==> config.mk <==
export PLATFORM = sky130hd
export DESIGN_NAME = div_sequencer_unit
export DESIGN_NICKNAME = d
export VERILOG_FILES = /design/src/rtl/div_sequencer_unit.sv
export SDC_FILE = /design/constraint.sdc
export NUM_CORES = 1
export LEC_CHECK = 0
export CAP_MARGIN = 10
export CELL_PAD_IN_SITES_DETAIL_PLACEMENT = 0
export CELL_PAD_IN_SITES_GLOBAL_PLACEMENT = 1
export CORE_MARGIN = 8
export CORE_UTILIZATION = 40
export CTS_CLUSTER_DIAMETER = 50
export DETAILED_ROUTE_END_ITERATION = 8
export PLACE_DENSITY = 0.8
export SYNTH_ARGS = -nofsm -noshare
export SYNTH_HDL_FRONTEND = slang
export SYNTH_SLANG_ARGS = --single-unit
==> constraint.sdc <==
create_clock -name CLK -period 3.7 [get_ports CLK]
set_input_delay 0.74 -clock CLK [delete_from_list [all_inputs] [get_ports CLK]]
set_output_delay 0.74 -clock CLK [all_outputs]
set_load 0.05 [all_outputs]
==> src/rtl/div_sequencer_unit.sv <==
// div_sequencer_unit
// Multi-cycle sequencer and restoring-division datapath for RV32IM
// DIV/DIVU/REM/REMU in the EX stage. One operation is accepted per START
// pulse in IDLE. The pipeline is held with STALL while the divider works.
// The result is presented as a registered RESULT with a one-cycle DONE pulse.
//
// Optional build macro: DIV_EARLY_OUT_EN
//   When defined, a zero divisor or signed overflow jumps straight from IDLE
//   to FIX, which gives a one-cycle latency for those cases. When undefined,
//   every operation runs all 32 iterations. Results are identical in both builds.

module div_sequencer_unit #(
    parameter int XLEN = 32
) (
    input  logic            CLK,
    input  logic            RESET,
    input  logic            START,
    input  logic [1:0]      DIV_OP,
    input  logic [XLEN-1:0] OPERAND1,
    input  logic [XLEN-1:0] OPERAND2,
    input  logic            FLUSH,
    output logic            BUSY,
    output logic            STALL,
    output logic            DONE,
    output logic [XLEN-1:0] RESULT
);

    localparam int CW = $clog2(XLEN);

    typedef enum logic [1:0] {
        ST_IDLE = 2'd0,
        ST_CALC = 2'd1,
        ST_FIX  = 2'd2
    } state_e;

    // Two's-complement negation of a data word
    function automatic logic [XLEN-1:0] neg_w(input logic [XLEN-1:0] v);
        return (~v) + {{(XLEN-1){1'b0}}, 1'b1};
    endfunction

    state_e            state_q, state_d;
    logic              busy_q, busy_d;
    logic              done_q, done_d;
    logic [XLEN-1:0]   result_q, result_d;
    logic [1:0]        op_q, op_d;
    logic [XLEN-1:0]   quot_q, quot_d;       // dividend shifting out, quotient shifting in
    logic [XLEN-1:0]   prem_q, prem_d;       // partial remainder (always < divisor)
    logic [XLEN-1:0]   divisor_q, divisor_d;
    logic [XLEN-1:0]   raw_op1_q, raw_op1_d; // unmodified dividend for the divide-by-zero remainder
    logic [CW-1:0]     cnt_q, cnt_d;
    logic              q_neg_q, q_neg_d;
    logic              r_neg_q, r_neg_d;
    logic              div_zero_q, div_zero_d;
    logic              ovf_q, ovf_d;

    logic              is_signed_s;
    logic              sign1_s;
    logic              sign2_s;
    logic [XLEN-1:0]   abs1_s;
    logic [XLEN-1:0]   abs2_s;
    logic              dz_in_s;
    logic              ovf_in_s;
    logic [XLEN:0]     p_shift_s;
    logic [XLEN-1:0]   q_shift_s;
    logic [XLEN-1:0]   q_fix_s;
    logic [XLEN-1:0]   r_fix_s;

    // Decode the incoming operation: operand signs, magnitudes and special cases
    always_comb begin
        is_signed_s = ~DIV_OP[0];
        sign1_s     = is_signed_s & OPERAND1[XLEN-1];
        sign2_s     = is_signed_s & OPERAND2[XLEN-1];
        if (sign1_s) begin
            abs1_s = neg_w(OPERAND1);
        end else begin
            abs1_s = OPERAND1;
        end
        if (sign2_s) begin
            abs2_s = neg_w(OPERAND2);
        end else begin
            abs2_s = OPERAND2;
        end
        dz_in_s  = (OPERAND2 == {XLEN{1'b0}});
        ovf_in_s = is_signed_s
                 & (OPERAND1 == {1'b1, {(XLEN-1){1'b0}}})
                 & (OPERAND2 == {XLEN{1'b1}});
    end

    // One restoring-division step plus the sign/special-case fix-up of the final values
    always_comb begin
        p_shift_s = {prem_q, quot_q[XLEN-1]};
        q_shift_s = {quot_q[XLEN-2:0], 1'b0};
        if (div_zero_q) begin
            q_fix_s = {XLEN{1'b1}};
            r_fix_s = raw_op1_q;
        end else if (ovf_q) begin
            q_fix_s = {1'b1, {(XLEN-1){1'b0}}};
            r_fix_s = {XLEN{1'b0}};
        end else begin
            if (q_neg_q) begin
                q_fix_s = neg_w(quot_q);
            end else begin
                q_fix_s = quot_q;
            end
            if (r_neg_q) begin
                r_fix_s = neg_w(prem_q);
            end else begin
                r_fix_s = prem_q;
            end
        end
    end

    // Next-state, datapath and output computation for the sequencer
    always_comb begin
        state_d    = state_q;
        done_d     = 1'b0;
        result_d   = result_q;
        op_d       = op_q;
        quot_d     = quot_q;
        prem_d     = prem_q;
        divisor_d  = divisor_q;
        raw_op1_d  = raw_op1_q;
        cnt_d      = cnt_q;
        q_neg_d    = q_neg_q;
        r_neg_d    = r_neg_q;
        div_zero_d = div_zero_q;
        ovf_d      = ovf_q;

        case (state_q)
            ST_IDLE: begin
                if (START && !FLUSH) begin
                    op_d       = DIV_OP;
                    quot_d     = abs1_s;
                    divisor_d  = abs2_s;
                    raw_op1_d  = OPERAND1;
                    prem_d     = {XLEN{1'b0}};
                    cnt_d      = CW'(XLEN - 1);
                    q_neg_d    = sign1_s ^ sign2_s;
                    r_neg_d    = sign1_s;
                    div_zero_d = dz_in_s;
                    ovf_d      = ovf_in_s;
`ifdef DIV_EARLY_OUT_EN
                    if (dz_in_s || ovf_in_s) begin
                        state_d = ST_FIX;
                    end else begin
                        state_d = ST_CALC;
                    end
`else
                    state_d = ST_CALC;
`endif
                end else begin
                    state_d = ST_IDLE;
                end
            end
            ST_CALC: begin
                if (FLUSH) begin
                    state_d = ST_IDLE;
                end else begin
                    // Remainder after a successful subtract always fits in XLEN bits
                    if (p_shift_s >= {1'b0, divisor_q}) begin
                        prem_d = p_shift_s[XLEN-1:0] - divisor_q;
                        quot_d = q_shift_s | {{(XLEN-1){1'b0}}, 1'b1};
                    end else begin
                        prem_d = p_shift_s[XLEN-1:0];
                        quot_d = q_shift_s;
                    end
                    cnt_d = cnt_q - CW'(1);
                    if (cnt_q == {CW{1'b0}}) begin
                        state_d = ST_FIX;
                    end else begin
                        state_d = ST_CALC;
                    end
                end
            end
            ST_FIX: begin
                if (FLUSH) begin
                    state_d = ST_IDLE;
                end else begin
                    if (op_q[1]) begin
                        result_d = r_fix_s;
                    end else begin
                        result_d = q_fix_s;
                    end
                    done_d  = 1'b1;
                    state_d = ST_IDLE;
                end
            end
            default: begin
                state_d = ST_IDLE;
            end
        endcase

        busy_d = (state_d != ST_IDLE);
    end

    // State, datapath and registered outputs
    always_ff @(posedge CLK or negedge RESET) begin
        if (!RESET) begin
            state_q    <= ST_IDLE;
            busy_q     <= 1'b0;
            done_q     <= 1'b0;
            result_q   <= {XLEN{1'b0}};
            op_q       <= 2'b00;
            quot_q     <= {XLEN{1'b0}};
            prem_q     <= {XLEN{1'b0}};
            divisor_q  <= {XLEN{1'b0}};
            raw_op1_q  <= {XLEN{1'b0}};
            cnt_q      <= {CW{1'b0}};
            q_neg_q    <= 1'b0;
            r_neg_q    <= 1'b0;
            div_zero_q <= 1'b0;
            ovf_q      <= 1'b0;
        end else begin
            state_q    <= state_d;
            busy_q     <= busy_d;
            done_q     <= done_d;
            result_q   <= result_d;
            op_q       <= op_d;
            quot_q     <= quot_d;
            prem_q     <= prem_d;
            divisor_q  <= divisor_d;
            raw_op1_q  <= raw_op1_d;
            cnt_q      <= cnt_d;
            q_neg_q    <= q_neg_d;
            r_neg_q    <= r_neg_d;
            div_zero_q <= div_zero_d;
            ovf_q      <= ovf_d;
        end
    end

    assign BUSY   = busy_q;
    assign DONE   = done_q;
    assign RESULT = result_q;
    // Hold the pipeline in the issue cycle as well as while busy; a flush cancels the issue
    assign STALL  = busy_q | (START & (state_q == ST_IDLE) & ~FLUSH);

endmodule

==> reports/results.tsv <==
metric	value	unit
number of diodes	0	
htree depth	4	
pre-CTS WS	0.151	ns
yosys warns	0	
IO Port Bufs	104	
Die Span X	192	µm
hold buffer count at CTS	0	
Critical path buffers and inverters	2	
Synth Flop Type	dfrtp_1	
clk sinks	174	
met3 Track Usage GR	3.81	%
crit path cell chain	inv_1 > ha_1 > nor2b_1 > o2111ai_1 > a31oi_1 > o21ai_0 > nand2_1 > o211a_1 > buf_4 > or3_1 > a32o_1	
crit path max-delay cell type	dfrtp_1	
min-delay worst type	in -> async	
cts bufs inserted	17	
top-level I/O count	105	
layout cells sized above 1	7.45	%
number of max-cap violations	0	
largest net degree at the start of global routing	85	
synthesized cell area	0.0124	mm²
Root Driver	clkbuf_16	
top area cells in the synthesized netlist	dfrtp_1 (35%), nand2_1 (8.2%), o21ai_0 (6.6%)	
Final Critical Period	3.18	ns
Gate Count Post-Synth	1571	
post-synth top area share	35.0	%
setup violators final	0	
status	completed	
Netlist cell types	77	
post-route DRC violation count	0	
Cell Rows	64	
slew of the pin with the lowest slew margin	1.02	ns
cell count after placement	2029	
leak pwr	6.18	nW
vias in the first global route	11557	
most used routing layer in global routing	met1	
post-route setup slack	0.521	ns
met2 usage	33.9	%
DIE HEIGHT	192	µm
Setup CP Type	reg -> reg	
total global routing overflow	0	
initial antenna violation count	0	
Crit Path Max Fanout	11	
Startpoint Class	flop	
worst skew pair latency	0.45	ns
Critical Path AT	3.50	ns
nets	1761	
Avg Cell Area, Syn	7.92	µm²
M1 GR Usage	34.9	%
routed vias	12180	
RSZ-0062 raised after global routing	no	
EDFF count, synth	0	
max-slew violation count	0	
Yosys reg bits	174	
top-count cell post-synth	nand2_1	
overall routed net length	42.9	mm
Hold Vio Cnt, Final	0	
floorplan core area	0.0306	mm²
Max-slew headroom	31.7	%
die area	0.0370	mm²
Clock Skew	0.0139	ns
Resized Gates After CTS	0	
Syn Nets	1680	
final setup TNS	0	ns
fillers	3086	
Placer Congestion	0.943	
most instantiated cells after synthesis	nand2_1 (271), dfrtp_1 (174), o21ai_0 (164)	
Detailed Place HPWL	32.8	mm
CP max stage delay	0.39	ns
average routed wire per standard cell	20.8	µm
Post-synth ARST share	100	%
sequential share of the synthesized area	35.0	%
Post-CTS Repair Setup Buffers	0	
CP required	4.02	ns
Power Density	643	mW/mm²
first-pass GRT wire length	67.4	mm
effective utilization at floorplan	40.7	%
Starting DRT DRC Count	1092	
Routed Antenna Nets	0	
R2R depth	11	
Final Cycle Share	85.9	%
area grow syn2layout	17.5	%
Worst path depth	11	
Max Fclk	0.315	GHz
Largest delay share family, worst path	compound AO/OA/AOI/OAI gates	
area leader, netlist	dfrtp_1	
CTS tree	done	
Vias per Instance	5.91	
total iterations of the first detailed-routing run	5	
crit end category	flop	
Non-Filler Instances	2061	
Max rail drop VDD	0.384	mV
GR Util All Layers	23.3	%
Max clock buf depth	2	
Reg clk slew, reported paths	0.08	ns
==> area by class of cell <==
cell class / count / area, µm² / share of cell area, %
clock buffer: 20 / 457 / 3.12
clock inverter: 12 / 100 / 0.684
inverter: 66 / 248 / 1.69
multi-input combinational: 1233 / 7450 / 50.9
sequential: 174 / 4350 / 29.8
tap: 396 / 495 / 3.39
timing repair buffer: 160 / 1520 / 10.4
==> per-layer routing <==
metal	share of wire (%)	vias up
li1	-	5791
met1	48	5863
met2	43	467
met3	7.2	59
met4	2.0	0
met5	0	-
==> final timing paths <==
path	startpoint	slack, ns	to
max	divisor_q[1]	0.52	prem_q[17]
max reg2reg	divisor_q[1]	0.52	prem_q[17]
min	RESET	0.36	quot_q[22]
min in group CLK	raw_op1_q[10]	0.47	raw_op1_q[10]
max in group asynchronous	RESET	2.54	RESULT[17]
min reg2reg	raw_op1_q[10]	0.47	raw_op1_q[10]
==> cell usage in the layout (no fill, tap or decap), types with 17 or more instances in the layout <==
cell type        instances
or3_1                   24
o211ai_1                27
o21ai_0                164
inv_1                   65
a21oi_1                109
ha_1                    38
nand2_1                271
nor3_1                  30
clkdlybuf4s50_1        102
nand3_1                 31
dfrtp_1                174
o22ai_1                 23
xnor2_1                 66
nor2_1                  84
a31oi_1                 20
buf_4                   52
clkbuf_16               17
nand4_1                 42
o31ai_1                 31
xor2_1                  67
==> worst reg2reg max path: cells and delay by family, from the launching register on <==
family | cells | cell delay, ns
adders and majority gates | 1 | 0.28
and+or+nand+nor | 3 | 0.62
buffers and inverters | 2 | 0.33
DFF | 1 | 0.39
AOI/OAI and AO/OA | 5 | 1.45
==> cell families after synthesis <==
| logic type | Yosys count | synth area share (%) |
|---|---|---|
| fa+ha+maj | 39 | 3.98 |
| compound gates | 476 | 23.6 |
| buf+inv | 164 | 5.40 |
| simple gates | 573 | 21.7 |
| flops | 174 | 35.0 |
| xor+xnor | 133 | 9.36 |
| mux | 12 | 1.02 |
==> registers in the layout (all words and copies together) (netlist names) <==
register / flops
divisor_q: 32
RESULT: 32
prem_q: 32
q_neg_q: 1
BUSY: 1
op_q: 1
cnt_q: 5
ovf_q: 1
DONE: 1
raw_op1_q: 32
div_zero_q: 1
state_q: 2
quot_q: 32
r_neg_q: 1
==> power breakdown <==
group          leakage [nW]  switching, mW  internal, mW
Clock                 0.266          0.848         0.912
Combinational          3.68           2.97          1.85
Sequential             2.23          0.552          2.28
Total                  6.18           4.37          5.04
==> metrics by stage <==
stage | hold WS (ns) | area, µm² | total power [mW] | util [%]
global route | 0.418 | 14600 | 10.0 | 47.8
detailed placement | 0.460 | 14100 | 7.57 | 46.0
global placement | 0.456 | 14100 | 7.51 | 46.0
floorplan | 0.433 | 12400 | 5.93 | -
CTS | 0.387 | 14600 | 9.33 | 47.8
finish | 0.360 | 14600 | 9.41 | 47.8
Note: power is estimated with default switching activity, not from simulation.
